===== src/rtl/arb_rr_4x2_if.sv =====
// Request/grant/release bundle between the four clients and the round-robin arbiter.
// The arbiter uses the slave modport; the client side uses master.
interface arb_rr_4x2_if;
  logic       en;
  logic [3:0] req;
  logic       release_i;
  logic [3:0] gnt;
  logic [1:0] gnt_idx;
  logic       gnt_vld;
  logic       timeout;

  modport master (
    output en, req, release_i,
    input  gnt, gnt_idx, gnt_vld, timeout
  );

  modport slave (
    input  en, req, release_i,
    output gnt, gnt_idx, gnt_vld, timeout
  );
endinterface


===== src/rtl/arb_rr_4x2.sv =====
// Four-client round-robin arbiter with one-hot and encoded registered grant outputs.
// Optional grant watchdog is built when ARB_TIMEOUT_EN is defined.
module arb_rr_4x2 #(
  parameter int MAX_HOLD = 16
) (
  input logic         clk,
  input logic         rst_n,
  arb_rr_4x2_if.slave bus
);

  typedef enum logic {IDLE, BUSY} state_t;

  state_t     state_q, state_d;
  logic [1:0] ptr_q, ptr_d;
  logic [3:0] gnt_q, gnt_d;
  logic [1:0] idx_q, idx_d;
  logic       vld_q, vld_d;
  logic [1:0] winner;
  logic [1:0] cand;
  logic       found;
  logic       owner_rel;
  logic       expire;

  if (MAX_HOLD < 2 || MAX_HOLD > 256) begin : g_bad_max_hold
    $error("arb_rr_4x2: MAX_HOLD must be in 2..256");
  end

  // First requesting client at or after the priority pointer, wrapping mod 4.
  always_comb begin
    winner = ptr_q;
    cand   = ptr_q;
    found  = 1'b0;
    for (int i = 0; i < 4; i++) begin
      cand = ptr_q + i[1:0];
      if (!found && bus.req[cand]) begin
        winner = cand;
        found  = 1'b1;
      end
    end
  end

  assign owner_rel = bus.release_i | ~bus.req[idx_q];

`ifdef ARB_TIMEOUT_EN
  localparam int CW = $clog2(MAX_HOLD);

  logic [CW-1:0] cnt_q, cnt_d;
  logic          timeout_q, timeout_d;

  assign expire = (state_q == BUSY) && (cnt_q == CW'(MAX_HOLD - 1));

  // Normal release wins over expiry, so the pulse only flags a true forced reclaim.
  always_comb begin
    cnt_d     = '0;
    timeout_d = 1'b0;
    if (state_q == BUSY && !owner_rel) begin
      if (expire) begin
        timeout_d = 1'b1;
      end else begin
        cnt_d = cnt_q + 1'b1;
      end
    end
  end

  always_ff @(posedge clk or negedge rst_n) begin
    if (!rst_n) begin
      cnt_q     <= '0;
      timeout_q <= 1'b0;
    end else begin
      cnt_q     <= cnt_d;
      timeout_q <= timeout_d;
    end
  end

  assign bus.timeout = timeout_q;
`else
  assign expire      = 1'b0;
  assign bus.timeout = 1'b0;
`endif

  always_comb begin
    state_d = state_q;
    ptr_d   = ptr_q;
    gnt_d   = gnt_q;
    idx_d   = idx_q;
    vld_d   = vld_q;
    case (state_q)
      IDLE: begin
        if (bus.en && found) begin
          state_d = BUSY;
          gnt_d   = 4'b0001 << winner;
          idx_d   = winner;
          vld_d   = 1'b1;
        end
      end
      BUSY: begin
        if (owner_rel || expire) begin
          state_d = IDLE;
          gnt_d   = 4'b0000;
          idx_d   = 2'b00;
          vld_d   = 1'b0;
          ptr_d   = idx_q + 2'd1;
        end
      end
      default: begin
        state_d = IDLE;
        gnt_d   = 4'b0000;
        idx_d   = 2'b00;
        vld_d   = 1'b0;
      end
    endcase
  end

  always_ff @(posedge clk or negedge rst_n) begin
    if (!rst_n) begin
      state_q <= IDLE;
      ptr_q   <= 2'd0;
      gnt_q   <= 4'b0000;
      idx_q   <= 2'b00;
      vld_q   <= 1'b0;
    end else begin
      state_q <= state_d;
      ptr_q   <= ptr_d;
      gnt_q   <= gnt_d;
      idx_q   <= idx_d;
      vld_q   <= vld_d;
    end
  end

  assign bus.gnt     = gnt_q;
  assign bus.gnt_idx = idx_q;
  assign bus.gnt_vld = vld_q;

  a_onehot_consistent: assert property (@(posedge clk) disable iff (!rst_n)
    vld_q |-> (gnt_q == (4'b0001 << idx_q)));
  a_idle_zero: assert property (@(posedge clk) disable iff (!rst_n)
    !vld_q |-> (gnt_q == 4'b0000 && idx_q == 2'b00));

endmodule


===== src/flat_wrapper.sv =====
// flat-port wrapper written by rule: the top's interface ports become plain ports
module arb_rr_4x2_flat 
#(
  parameter int MAX_HOLD = 16
)
  (clk, rst_n, bus_en, bus_req, bus_release_i, bus_gnt, bus_gnt_idx, bus_gnt_vld, bus_timeout);
  arb_rr_4x2_if bus_i ();
  input logic clk;
  input logic rst_n;
  input wire logic [$bits(bus_i.en)-1:0] bus_en;
  input wire logic [$bits(bus_i.req)-1:0] bus_req;
  input wire logic [$bits(bus_i.release_i)-1:0] bus_release_i;
  output wire logic [$bits(bus_i.gnt)-1:0] bus_gnt;
  output wire logic [$bits(bus_i.gnt_idx)-1:0] bus_gnt_idx;
  output wire logic [$bits(bus_i.gnt_vld)-1:0] bus_gnt_vld;
  output wire logic [$bits(bus_i.timeout)-1:0] bus_timeout;
  assign bus_i.en = bus_en;
  assign bus_i.req = bus_req;
  assign bus_i.release_i = bus_release_i;
  assign bus_gnt = bus_i.gnt;
  assign bus_gnt_idx = bus_i.gnt_idx;
  assign bus_gnt_vld = bus_i.gnt_vld;
  assign bus_timeout = bus_i.timeout;
  arb_rr_4x2 #(.MAX_HOLD(MAX_HOLD)) u_core (.clk(clk), .rst_n(rst_n), .bus(bus_i));
endmodule

===== config.mk =====
export PLATFORM = sky130hd
export DESIGN_NAME = arb_rr_4x2_flat
export DESIGN_NICKNAME = d
export VERILOG_FILES = /design/src/rtl/arb_rr_4x2_if.sv /design/src/rtl/arb_rr_4x2.sv /design/src/flat_wrapper.sv
export SDC_FILE = /design/constraint.sdc
export NUM_CORES = 1
export LEC_CHECK = 0
export CAP_MARGIN = 20
export CORE_AREA = 4 4 41 43
export CTS_CLUSTER_DIAMETER = 80
export DETAILED_ROUTE_END_ITERATION = 10
export DIE_AREA = 0 0 45 47
export PLACE_DENSITY = 0.86
export SLEW_MARGIN = 10
export SYNTH_ARGS = -nofsm -noshare
export SYNTH_HDL_FRONTEND = slang
export SYNTH_SLANG_ARGS = --single-unit
export TNS_END_PERCENT = 100

===== constraint.sdc =====
create_clock -name clk -period 4.2 [get_ports clk]
set_input_delay 0.42 -clock clk [delete_from_list [all_inputs] [get_ports clk]]
set_output_delay 0.42 -clock clk [all_outputs]
set_load 0.1 [all_outputs]

==> tab_implementation.tex, run 1 <==
\begin{tabular}{lr}
\hline
Metric & Value \\
\hline
\multicolumn{2}{l}{\textbf{Run status}} \\
\quad Run status & complete, no violations \\
\multicolumn{2}{l}{\textbf{Timing}} \\
\quad Fin. max-slew vios & 0 \\
\quad Maximum clock rate & 0.434 GHz \\
\quad Minimum period implied by the final worst setup slack & 2.30 ns \\
\quad Final setup TNS & 0 ns \\
\quad Clock tree skew after final layout & about 0.0046 ns \\
\quad Worst slew margin & approximately a third \\
\quad Count of endpoints failing setup in the final report & 0 \\
\quad Portion of the clock cycle consumed by the worst path in the final layout & a little over half \\
\quad Unrepaired setup endpoints after global routing & false \\
\quad Count of final hold-check violations & 0 \\
\quad Actual transition at the worst max-transition pin & around 0.97 ns \\
\multicolumn{2}{l}{\textbf{Clock network}} \\
\quad Sinks on the clock net & 10 \\
\quad Root cell of the clock tree & sky130\_fd\_sc\_hd\_\_clkbuf\_4 \\
\quad Clock tree from TritonCTS & yes \\
\quad Number of instances resized during post-cts repair & 0 \\
\quad Clock buffer depth & 2 \\
\quad Maximum level of the CTS H-tree & 1 \\
\quad Clock buffers created by TritonCTS & 3 \\
\quad Post-CTS setup buffers & 0 \\
\quad Clock-pin slew reported for the worst setup and hold paths after clock tree synthesis & roughly 0.07 ns \\
\quad CTS hold repair buffers & 0 \\
\quad Latest clock arrival within the worst-skew pair & 0.25 ns \\
\multicolumn{2}{l}{\textbf{Floorplan}} \\
\quad Overall die width & approximately 45 um \\
\quad Area of the die & roughly 2100 um2 \\
\quad Starting density of the core & 46.6\% \\
\quad Site row count & 13 \\
\quad Die Height & 47 um \\
\quad Core Area & 1300 um2 \\
\quad I/O pin count & 16 \\
\multicolumn{2}{l}{\textbf{Global route}} \\
\quad Largest net degree at the start of global routing & 11 \\
\quad Global-route wire length before repair & 2.09 mm \\
\quad Initial antenna violation count & 0 \\
\quad Via count of the first global-routing pass & 496 \\
\quad Tot GR Track Use & 13.0\% \\
\quad Grt ovf & 0 \\
\multicolumn{2}{l}{\textbf{Logic synthesis}} \\
\quad Synth unique cells & 30 \\
\quad Cell types occupying the most area after synthesis & sky130\_fd\_sc\_hd\_\_dfrtp\_1 (41\%), sky130\_fd\_sc\_hd\_\_o221ai\_4 (4.3\%), sky130\_fd\_sc\_hd\_\_a32o\_2 (3.7\%) \\
\quad Area share of the largest cell type after synthesis & between 40\% and 50\% \\
\quad Synth warn & 0 \\
\quad Synthesized net count & 62 \\
\quad Netlist Area Pre-Place & 607 um2 \\
\quad Top cell type by total area after synthesis & sky130\_fd\_sc\_hd\_\_dfrtp\_1 \\
\quad Number of storage elements in the synthesis netlist & 10 \\
\quad Synthesized area per cell & 11.2 um2 \\
\quad Number of instances in the synthesized netlist & 54 \\
\quad Seq/Total Area, Yosys & 41.2\% \\
\multicolumn{2}{l}{\textbf{Worst setup path}} \\
\quad End of the critical path & bus\_gnt\_idx[1] \\
\quad Capture instance of the worst register-to-register path & u\_core.bus.gnt[3] \\
\quad Worst-case reg-to-reg path depth & 4 \\
\quad Category of the most critical setup path & register to output port \\
\quad Slowest cell on the critical path & sky130\_fd\_sc\_hd\_\_clkdlybuf4s50\_1 \\
\quad Register-to-register setup slack & 2.67 ns \\
\quad Worst endpoint data arrival time & 1.88 ns \\
\quad CP Data Required Time & 3.78 ns \\
\quad Stages on the worst setup path & 1 \\
\quad Cell-by-cell listing of the critical path & clkdlybuf4s50\_1 \\
\quad Startpoint types & register \\
\quad Critical path origin & u\_core.bus.gnt\_idx[1] \\
\quad Cell family with most CP delay & buffers and inverters \\
\quad Peak per-stage delay on the critical path & 1.17 ns \\
\quad CP Buf/Inv Count & 1 \\
\quad Kind of capture point of the worst setup path & output port \\
\quad Startpoint of the worst-slack reg-to-reg timing path & u\_core.bus.gnt\_idx[1] \\
\quad Crit-path max FO & 5 \\
\multicolumn{2}{l}{\textbf{Drt}} \\
\quad Count of antenna-violating nets left after detailed routing & 0 \\
\quad Routed wire per std cell & about 15 um \\
\quad Count of vias placed by the detailed router & about 500 \\
\quad Via count normalized by instance count & 5.85 \\
\quad Count of unresolved DRC violations after routing & 0 \\
\quad Overall routed net length & 1.23 mm \\
\quad First-iteration detailed-routing DRC count & 10 \\
\quad First-pass detailed-route iteration total & 4 \\
\multicolumn{2}{l}{\textbf{Finish}} \\
\quad Final Net Count & 78 \\
\quad Count of antenna diodes in the layout & 0 \\
\quad Signed area change from the synthesized netlist to the final layout & 27.2\% \\
\quad Ratio of cells with drive above 1 in the final layout & 17.4\% \\
\multicolumn{2}{l}{\textbf{Placement}} \\
\quad Final Wtd Congestion & 0.740 \\
\quad Number of port buffers & 14 \\
\quad Half-perimeter wire length after detailed placement & a little under 1 mm \\
\multicolumn{2}{l}{\textbf{Job}} \\
\quad Max Cap Viol & 0 \\
\multicolumn{2}{l}{\textbf{Hold path}} \\
\quad Worst min-delay path class & primary input to asynchronous set/reset pin \\
\hline
\end{tabular}
==> Yosys cell counts (all sizes together) <==
library cell / n
buf: 3
o31ai: 1
nand2b: 1
nor4: 1
nor3b: 1
o221a: 1
inv: 1
a21oi: 3
o211ai: 1
nor2b: 4
or2: 1
nand2: 3
a21o: 3
mux2i: 2
o22ai: 1
o21ai: 3
a22o: 2
nor2: 3
a32o: 4
conb: 1
o211a: 1
o221ai: 2
xor2: 1
dfrtp: 10
==> per-stage QoR <==
step | hold WS (ns) | utilization (%) | area, um2 | setup WS [ns] | cells
finish | 0.470 | 59.3 | 772 | 1.90 | 84
global route | 0.498 | 59.3 | 772 | 1.84 | 84
detailed placement | 0.485 | 56.5 | 736 | 2.16 | 80
floorplan | 0.124 | - | 607 | 2.16 | 54
CTS | 0.482 | 59.3 | 772 | 1.88 | 84
global placement | 0.478 | 56.5 | 736 | 2.18 | 80
==> cell type report <==
| type | instances | area (um2) |
|---|---|---|
| fill | 124 | 529 |
| multi-input combinational | 40 | 323 |
| sequential | 10 | 250 |
| timing repair buffer | 14 | 140 |
| clock buffer | 4 | 36.3 |
| tap | 15 | 18.8 |
| inverter | 1 | 3.75 |
==> cells in the final DEF, fill, tap and decap left out, types with 2 or more instances in the layout <==
master / netlist / routed
sky130_fd_sc_hd__nor2_1: 3 / 3
sky130_fd_sc_hd__dfrtp_1: 10 / 10
sky130_fd_sc_hd__a32o_2: 2 / 2
sky130_fd_sc_hd__a21o_1: 2 / 2
sky130_fd_sc_hd__clkdlybuf4s50_1: 0 / 14
sky130_fd_sc_hd__clkbuf_4: 0 / 3
sky130_fd_sc_hd__nand2_1: 3 / 3
sky130_fd_sc_hd__o21ai_0: 2 / 2
sky130_fd_sc_hd__a22o_1: 2 / 2
sky130_fd_sc_hd__mux2i_1: 2 / 2
sky130_fd_sc_hd__a32o_1: 2 / 2
sky130_fd_sc_hd__nor2b_1: 3 / 3
sky130_fd_sc_hd__a21oi_1: 3 / 3
==> routing by layer <==
metal	GRT usage (%)	part of all wire [%]	up-vias
met5	0	0	-
met4	1.17	0	0
met3	2.68	5.4	0
met2	22.0	50	15
met1	17.8	45	241
li1	-	-	235
==> worst min path at each step <==
stage,slack (ns),end
after global routing,0.50,u_core.bus.gnt[2]
final,0.47,u_core.bus.gnt[2]
after CTS,0.48,u_core.bus.gnt[2]
after global placement,0.48,u_core.bus.gnt_vld
after floorplan,0.12,u_core.bus.gnt[0]
after detailed placement,0.48,u_core.bus.gnt_vld
==> flip-flops by register name, indices dropped and copies added (netlist names) <==
signal,flops
u_core.state_q,1
u_core.bus.gnt_idx,2
u_core.bus.gnt_vld,1
u_core.ptr_q,2
u_core.bus.gnt,4
==> worst register-to-register path: stages (launching register included) <==
cell and delay [ns]:
sky130_fd_sc_hd__dfrtp_1 0.46, sky130_fd_sc_hd__mux2i_1 0.38, sky130_fd_sc_hd__o221ai_4 0.18, sky130_fd_sc_hd__nor2b_4 0.18, sky130_fd_sc_hd__a32o_2 0.23
==> cells by family after synthesis <==
| logic type | after synthesis | share of synthesized area [%] |
|---|---|---|
| AO/OA/AOI/OAI | 22 | 31.5 |
| XOR/XNOR | 1 | 1.44 |
| buffers and inverters | 4 | 5.57 |
| flip-flops | 10 | 41.2 |
| multiplexers | 2 | 3.30 |
| other | 1 | 0.618 |
| AND/OR/NAND/NOR | 14 | 16.3 |
Power of run 1 is left out: the tool's default activity adds up to more than one toggle a clock period on the data nets, which glitch-free logic cannot reach.
==> inputs of run 2 (changes only) <==
--- a/config.mk
+++ b/config.mk
@@ -6,11 +6,11 @@
 export NUM_CORES = 1
 export LEC_CHECK = 0
 export CAP_MARGIN = 20
-export CORE_AREA = 4 4 41 43
+export CORE_MARGIN = 4
+export CORE_UTILIZATION = 41
 export CTS_CLUSTER_DIAMETER = 80
 export DETAILED_ROUTE_END_ITERATION = 10
-export DIE_AREA = 0 0 45 47
-export PLACE_DENSITY = 0.86
+export PLACE_DENSITY = 0.82
 export SLEW_MARGIN = 10
 export SYNTH_ARGS = -nofsm -noshare
 export SYNTH_HDL_FRONTEND = slang
==> constraint.sdc (replaced) <==
create_clock -name clk -period 1.97 [get_ports clk]
set_input_delay 0.197 -clock clk [delete_from_list [all_inputs] [get_ports clk]]
set_output_delay 0.197 -clock clk [all_outputs]
set_load 0.1 [all_outputs]
==> run 2 against run 1 <==
Effect of this change:
- highest routed layer is now met4
- first-iteration DRC count decreased by 90%
- critical path depth increased by 4
- final cell count unchanged
- largest cell class unchanged
- wire length increased by 1.1%
- sequential share of layout area increased by 0.86 points
==> tab_implementation.tex, run 2 (synthesized netlist as in run 1, its figures left out) <==
\begin{tabular}{lr}
\hline
Metric & Value \\
\hline
\multicolumn{2}{l}{\textbf{Run status}} \\
\quad Run status & complete, no violations (unchanged) \\
\multicolumn{2}{l}{\textbf{Finish}} \\
\quad Multi-input gate area in the final layout & 323 um2 (unchanged) \\
\quad Most frequent standard cell in the layout excluding fill and tap cells & sky130\_fd\_sc\_hd\_\_dfrtp\_1 (was sky130\_fd\_sc\_hd\_\_clkdlybuf4s50\_1) \\
\quad Signed area change from the synthesized netlist to the final layout & 24.5\% (was 27.2\%) \\
\quad Max reg flops & 4 (unchanged) \\
\quad Final Net Count & 78 (unchanged) \\
\quad Ratio of cells with drive above 1 in the final layout & 29.0\% (was 17.4\%) \\
\quad FILL cells & 124 (unchanged) \\
\quad Count of antenna diodes in the layout & 0 (unchanged) \\
\quad Seq. cell area & 251 um2 (was 250 um2) \\
\quad Leading cell types in the layout, fill and taps excluded & sky130\_fd\_sc\_hd\_\_dfrtp\_1 (9), sky130\_fd\_sc\_hd\_\_clkdlybuf4s50\_1 (7), sky130\_fd\_sc\_hd\_\_buf\_4 (7) (was sky130\_fd\_sc\_hd\_\_clkdlybuf4s50\_1 (14), sky130\_fd\_sc\_hd\_\_dfrtp\_1 (10)) \\
\multicolumn{2}{l}{\textbf{Clock network}} \\
\quad Clock buffer depth & 2 (unchanged) \\
\quad Root cell of the clock tree & sky130\_fd\_sc\_hd\_\_clkbuf\_4 (unchanged) \\
\quad Clock tree from TritonCTS & yes (unchanged) \\
\quad CTS hold repair buffers & 0 (unchanged) \\
\quad Clock-pin slew reported for the worst setup and hold paths after clock tree synthesis & 0.07 ns (about the same) \\
\quad Post-CTS setup buffers & 0 (unchanged) \\
\quad Latest clock arrival within the worst-skew pair & 0.27 ns (was 0.25 ns) \\
\quad Clock buffers created by TritonCTS & 3 (unchanged) \\
\quad Sinks on the clock net & 10 (unchanged) \\
\quad Number of instances resized during post-cts repair & 0 (unchanged) \\
\quad Maximum level of the CTS H-tree & 1 (unchanged) \\
\multicolumn{2}{l}{\textbf{Worst setup path}} \\
\quad Kind of capture point of the worst setup path & register (was output port) \\
\quad Slowest cell on the critical path & sky130\_fd\_sc\_hd\_\_clkdlybuf4s50\_1 (unchanged) \\
\quad Startpoint types & primary input (was register) \\
\quad CP Data Required Time & 2.13 ns (was 3.78 ns) \\
\quad Crit-path max FO & 9 (was 5) \\
\quad Startpoint of the worst-slack reg-to-reg timing path & u\_core.bus.gnt\_idx[1] (unchanged) \\
\quad Critical path origin & bus\_req[1] (was u\_core.bus.gnt\_idx[1]) \\
\quad Cell-by-cell listing of the critical path & clkdlybuf4s50\_1 > nor4\_2 > nor3b\_4 > nor2b\_4 > a32o\_2 (was clkdlybuf4s50\_1) \\
\quad Peak per-stage delay on the critical path & 0.64 ns (was 1.17 ns) \\
\quad Category of the most critical setup path & primary input to register (was register to output port) \\
\quad Worst endpoint data arrival time & 1.71 ns (was 1.88 ns) \\
\multicolumn{2}{l}{\textbf{Floorplan}} \\
\quad Core Area & 1350 um2 (was 1300 um2) \\
\quad Die Height & 46.5 um (was 47 um) \\
\quad Area of the die & 2160 um2 (was 2120 um2) \\
\quad Site row count & 13 (unchanged) \\
\quad Starting density of the core & 44.9\% (was 46.6\%) \\
\quad Overall die width & 46.5 um (was 45 um) \\
\quad I/O pin count & 16 (unchanged) \\
\multicolumn{2}{l}{\textbf{Timing}} \\
\quad Maximum clock rate & between 0.6 and 0.7 GHz \\
\quad Clock tree skew after final layout & 0.00383 ns (was 0.00460 ns) \\
\quad Fin. max-slew vios & 0 (unchanged) \\
\quad Count of endpoints failing setup in the final report & 0 (unchanged) \\
\quad Final setup TNS & 0 ns (unchanged) \\
\quad Portion of the clock cycle consumed by the worst path in the final layout & 79.0\% \\
\quad Minimum period implied by the final worst setup slack & about 1.6 ns \\
\quad Unrepaired setup endpoints after global routing & false (unchanged) \\
\quad Worst hold slack after final layout & 0.226 ns (was 0.470 ns) \\
\quad Count of final hold-check violations & 0 (unchanged) \\
\multicolumn{2}{l}{\textbf{Global route}} \\
\quad Via count of the first global-routing pass & 472 (was 496) \\
\quad Tot GR Track Use & 14.3\% (was 13.0\%) \\
\quad Grt ovf & 0 (unchanged) \\
\quad Largest net degree at the start of global routing & 11 (unchanged) \\
\quad Initial antenna violation count & 0 (unchanged) \\
\quad Global-route wire length before repair & 2.05 mm (was 2.09 mm) \\
\multicolumn{2}{l}{\textbf{Placement}} \\
\quad Half-perimeter wire length after detailed placement & 963 um (was 962 um) \\
\quad Final Wtd Congestion & 0.847 (was 0.740) \\
\quad Number of port buffers & 14 (unchanged) \\
\multicolumn{2}{l}{\textbf{Drt}} \\
\quad First-pass detailed-route iteration total & 2 (was 4) \\
\quad Via count normalized by instance count & 5.77 (was 5.85) \\
\quad Routed wire per std cell & 14.8 um (was 14.6 um) \\
\quad First-iteration detailed-routing DRC count & 1 (was 10) \\
\quad Count of antenna-violating nets left after detailed routing & 0 (unchanged) \\
\quad Count of unresolved DRC violations after routing & 0 (unchanged) \\
\quad Count of vias placed by the detailed router & 485 (was 491) \\
\quad Overall routed net length & 1.24 mm (was 1.23 mm) \\
\multicolumn{2}{l}{\textbf{Job}} \\
\quad Max Cap Viol & 0 (unchanged) \\
\multicolumn{2}{l}{\textbf{Hold path}} \\
\quad Worst min-delay path class & primary input to asynchronous set/reset pin (unchanged) \\
\hline
\end{tabular}
[run 2: cell types whose count changed in the layout (fill, tap and decap cells not counted)]
cell | before | now
sky130_fd_sc_hd__buf_4 | 0 | 7
sky130_fd_sc_hd__dfrtp_2 | 0 | 1
sky130_fd_sc_hd__dfrtp_1 | 10 | 9
sky130_fd_sc_hd__clkdlybuf4s50_1 | 14 | 7
[run 2: metrics by stage]
stage               worst slack, ns  std cells  utilization, %  instance area, um2
floorplan                    0.0669         54               -                 608
global placement              0.182         80            53.3                 719
detailed placement            0.139         80            53.3                 719
CTS                           0.419         84            56.0                 756
global route                  0.323         84            56.0                 756
finish                        0.414         84            56.0                 756
[run 2: final cells by class]
cell class	count	share of cell area, %
inverter	1	0.497
tap	15	2.48
sequential	10	33.3
multi-input combinational	40	42.7
timing repair buffer	14	16.2
clock buffer	4	4.80
[run 2: path summary, 6_finish.rpt]
| path | slack [ns] | to | cells past startpoint |
|---|---|---|---|
| max | 0.41 | u_core.bus.gnt[1] | 5 |
| min | 0.23 | u_core.state_q | 1 |
| max reg2reg | 0.50 | u_core.bus.gnt[1] | 4 |
| min reg2reg | 0.49 | u_core.bus.gnt_vld | 1 |
| max in group asynchronous | 1.42 | u_core.bus.gnt_idx[1] | 1 |
| min in group clk | 0.49 | u_core.bus.gnt_vld | 1 |
[run 2: critical path: cells and delay by family]
| family | cells | cell delay (ns) |
|---|---|---|
| compound gates | 1 | 0.23 |
| buf+inv | 1 | 0.64 |
| simple gates | 3 | 0.65 |
[run 2: routing by layer]
metal / vias to the layer above / track usage [%] / part of all wire, %
met5: - / 0 / 0
met4: 0 / 11.9 / 3.5
met3: 5 / 3.52 / 4.9
met2: 10 / 22.5 / 49
met1: 235 / 16.0 / 42
li1: 235 / - / -
Power of run 2 is left out for the same reason.
==> inputs of run 3 (changes only) <==
--- a/config.mk
+++ b/config.mk
@@ -7,10 +7,10 @@
 export LEC_CHECK = 0
 export CAP_MARGIN = 20
 export CORE_MARGIN = 4
-export CORE_UTILIZATION = 41
+export CORE_UTILIZATION = 45
 export CTS_CLUSTER_DIAMETER = 80
 export DETAILED_ROUTE_END_ITERATION = 10
-export PLACE_DENSITY = 0.82
+export PLACE_DENSITY = 0.85
 export SLEW_MARGIN = 10
 export SYNTH_ARGS = -nofsm -noshare
 export SYNTH_HDL_FRONTEND = slang
==> constraint.sdc (replaced) <==
create_clock -name clk -period 1.6 [get_ports clk]
set_input_delay 0.16 -clock clk [delete_from_list [all_inputs] [get_ports clk]]
set_output_delay 0.16 -clock clk [all_outputs]
set_load 0.1 [all_outputs]
==> run 3 against run 2 <==
Effect of this change:
- wire length is 2.9% higher
- utilization is 20 points higher
- die area is 7.4% lower
- sequential share of layout area is 5.1 points lower
- critical path depth is 1 higher
- non-clock buffer count is 7 higher
- register-to-register slack worse by 0.34 ns
- first-iteration DRC count grew to 13 times the previous value
- global-route usage is 0.85 points higher
- largest cell class unchanged
==> tab_implementation.tex, run 3 (synthesized netlist as in run 1, its figures left out) <==
\begin{tabular}{lr}
\hline
Metric & Value \\
\hline
\multicolumn{2}{l}{\textbf{Run status}} \\
\quad Run status & complete, no violations (unchanged) \\
\multicolumn{2}{l}{\textbf{Floorplan}} \\
\quad Site row count & 12 (was 13) \\
\quad Overall die width & 44.7 um (was 46.5 um) \\
\quad Starting density of the core & 51.2\% (was 44.9\%) \\
\quad I/O pin count & 16 (unchanged) \\
\quad Area of the die & 2000 um2 (was 2160 um2) \\
\quad Die Height & 44.7 um (was 46.5 um) \\
\quad Core Area & 1190 um2 (was 1350 um2) \\
\multicolumn{2}{l}{\textbf{Worst setup path}} \\
\quad Worst endpoint data arrival time & 1.62 ns (was 1.71 ns) \\
\quad Register-to-register setup slack & 0.16 ns (was 0.50 ns) \\
\quad Cell-by-cell listing of the critical path & clkdlybuf4s50\_1 > buf\_4 > nand2\_1 > a21oi\_1 > o221ai\_1 > a32o\_1 (was clkdlybuf4s50\_1 > nor4\_2 > nor3b\_4 > nor2b\_4 > a32o\_2) \\
\quad Category of the most critical setup path & primary input to register (unchanged) \\
\quad Crit-path max FO & 6 (was 9) \\
\quad CP Buf/Inv Count & 2 (was 1) \\
\quad Startpoint types & primary input (unchanged) \\
\quad Peak per-stage delay on the critical path & 0.53 ns (was 0.64 ns) \\
\quad Cell family with most CP delay & compound AO/OA/AOI/OAI gates (was simple AND/OR/NAND/NOR gates) \\
\quad Slowest cell on the critical path & sky130\_fd\_sc\_hd\_\_clkdlybuf4s50\_1 (unchanged) \\
\quad Kind of capture point of the worst setup path & register (unchanged) \\
\quad CP Data Required Time & 1.75 ns (was 2.13 ns) \\
\multicolumn{2}{l}{\textbf{Timing}} \\
\quad Maximum clock rate & 0.681 GHz \\
\quad Final setup TNS & 0 ns (unchanged) \\
\quad Portion of the clock cycle consumed by the worst path in the final layout & 91.8\% \\
\quad Clock tree skew after final layout & 0.00739 ns (was 0.00383 ns) \\
\quad Unrepaired setup endpoints after global routing & false (unchanged) \\
\quad Count of final hold-check violations & 0 (unchanged) \\
\quad Count of endpoints failing setup in the final report & 0 (unchanged) \\
\quad Fin. max-slew vios & 0 (unchanged) \\
\quad Minimum period implied by the final worst setup slack & roughly 1.5 ns \\
\multicolumn{2}{l}{\textbf{Finish}} \\
\quad Count of antenna diodes in the layout & 0 (unchanged) \\
\quad Final Net Count & 85 (was 78) \\
\quad Most frequent standard cell in the layout excluding fill and tap cells & sky130\_fd\_sc\_hd\_\_dfrtp\_1 (unchanged) \\
\quad Ratio of cells with drive above 1 in the final layout & 39.5\% (was 29.0\%) \\
\quad Leading cell types in the layout, fill and taps excluded & sky130\_fd\_sc\_hd\_\_dfrtp\_1 (8), sky130\_fd\_sc\_hd\_\_clkdlybuf4s50\_1 (7), sky130\_fd\_sc\_hd\_\_buf\_12 (7), sky130\_fd\_sc\_hd\_\_buf\_4 (7) (was sky130\_fd\_sc\_hd\_\_dfrtp\_1 (9), sky130\_fd\_sc\_hd\_\_clkdlybuf4s50\_1 (7), sky130\_fd\_sc\_hd\_\_buf\_4 (7)) \\
\quad Signed area change from the synthesized netlist to the final layout & 49.3\% (was 24.5\%) \\
\quad Max reg flops & 4 (unchanged) \\
\multicolumn{2}{l}{\textbf{Drt}} \\
\quad Count of vias placed by the detailed router & 499 (was 485) \\
\quad Count of antenna-violating nets left after detailed routing & 0 (unchanged) \\
\quad Via count normalized by instance count & 5.54 (was 5.77) \\
\quad Overall routed net length & 1.28 mm (was 1.24 mm) \\
\quad Count of unresolved DRC violations after routing & 0 (unchanged) \\
\quad First-pass detailed-route iteration total & 3 (was 2) \\
\quad Routed wire per std cell & 14.2 um (was 14.8 um) \\
\quad First-iteration detailed-routing DRC count & 13 (was 1) \\
\multicolumn{2}{l}{\textbf{Global route}} \\
\quad Global-route wire length before repair & 2.26 mm (was 2.05 mm) \\
\quad Largest net degree at the start of global routing & 11 (unchanged) \\
\quad Via count of the first global-routing pass & 504 (was 472) \\
\quad Grt ovf & 0 (unchanged) \\
\quad Met2 Track Usage GR & 22.9\% (was 22.5\%) \\
\quad Global Route met3 Usage & 2.79\% (was 3.52\%) \\
\quad Peak-usage layer in the global routing report & met2 (unchanged) \\
\quad Global-route met1 utilization & 21.6\% (was 16.0\%) \\
\quad Tot GR Track Use & 15.2\% (was 14.3\%) \\
\quad Initial antenna violation count & 0 (unchanged) \\
\multicolumn{2}{l}{\textbf{Clock network}} \\
\quad Root cell of the clock tree & sky130\_fd\_sc\_hd\_\_clkbuf\_4 (unchanged) \\
\quad Clock-pin slew reported for the worst setup and hold paths after clock tree synthesis & 0.07 ns (about the same) \\
\quad Latest clock arrival within the worst-skew pair & 0.26 ns (was 0.27 ns) \\
\quad CTS hold repair buffers & 0 (unchanged) \\
\quad Maximum level of the CTS H-tree & 1 (unchanged) \\
\quad Clock buffer depth & 2 (unchanged) \\
\quad Clock tree from TritonCTS & yes (unchanged) \\
\quad Sinks on the clock net & 10 (unchanged) \\
\quad Post-CTS setup buffers & 0 (unchanged) \\
\quad Number of instances resized during post-cts repair & 0 (unchanged) \\
\quad Clock buffers created by TritonCTS & 3 (unchanged) \\
\multicolumn{2}{l}{\textbf{Placement}} \\
\quad Number of port buffers & 14 (unchanged) \\
\quad Final Wtd Congestion & 0.844 (was 0.847) \\
\quad Half-perimeter wire length after detailed placement & 990 um (was 963 um) \\
\multicolumn{2}{l}{\textbf{Job}} \\
\quad Max Cap Viol & 0 (unchanged) \\
\multicolumn{2}{l}{\textbf{Hold path}} \\
\quad Worst min-delay path class & primary input to asynchronous set/reset pin (unchanged) \\
\hline
\end{tabular}
-- run 3: cell types whose count changed in the layout (fill, tap and decap cells not counted), sizes merged --
cell / delta
buf: +7
-- run 3: final cells by class --
cell class              count  area, um2
clock buffers               4       36.3
fillers                    77        280
inverters                   1       3.75
multi-input cells          40        330
flip-flops and latches     10        255
well taps                  14       17.5
repair buffers             21        263
-- run 3: worst register-to-register path: cells and delay by family (launching register included) --
family	cells	cell delay, ns
AOI/OAI and AO/OA	2	0.36
DFF	1	0.53
muxes	1	0.27
and+or+nand+nor	1	0.16
-- run 3: path summary, 6_finish.rpt --
path | start | cells past startpoint | end
worst min register to register | u_core.bus.gnt_vld | 1 | u_core.bus.gnt_vld
worst max-delay path | bus_req[3] | 6 | u_core.bus.gnt[0]
max in group asynchronous | rst_n | 1 | u_core.bus.gnt_idx[1]
min in group clk | u_core.bus.gnt_vld | 1 | u_core.bus.gnt_vld
worst max register to register | u_core.bus.gnt_idx[1] | 4 | u_core.bus.gnt[1]
worst min-delay path | rst_n | 1 | u_core.bus.gnt[0]
-- run 3: routing by layer --
metal  vias to the layer above  part of all wire (%)
met1                       232                    49
met4                         0                   1.0
met5                         -                     0
met3                         2                   4.7
met2                        14                    45
li1                        251                     -
-- run 3: metrics by stage --
stage          setup WS [ns]  instances  hold slack, ns  utilization [%]  area [um2]
3_3_place_gp         -0.0950         86           0.491             73.3         870
4_1_cts                0.130         90           0.206             76.4         906
3_5_place_dp          -0.151         86           0.499             73.3         870
2_1_floorplan        0.00199         54          -0.136                -         619
5_1_grt               0.0477         90           0.228             76.4         906
6_report               0.131         90           0.199             76.4         906
Power of run 3 is left out for the same reason.
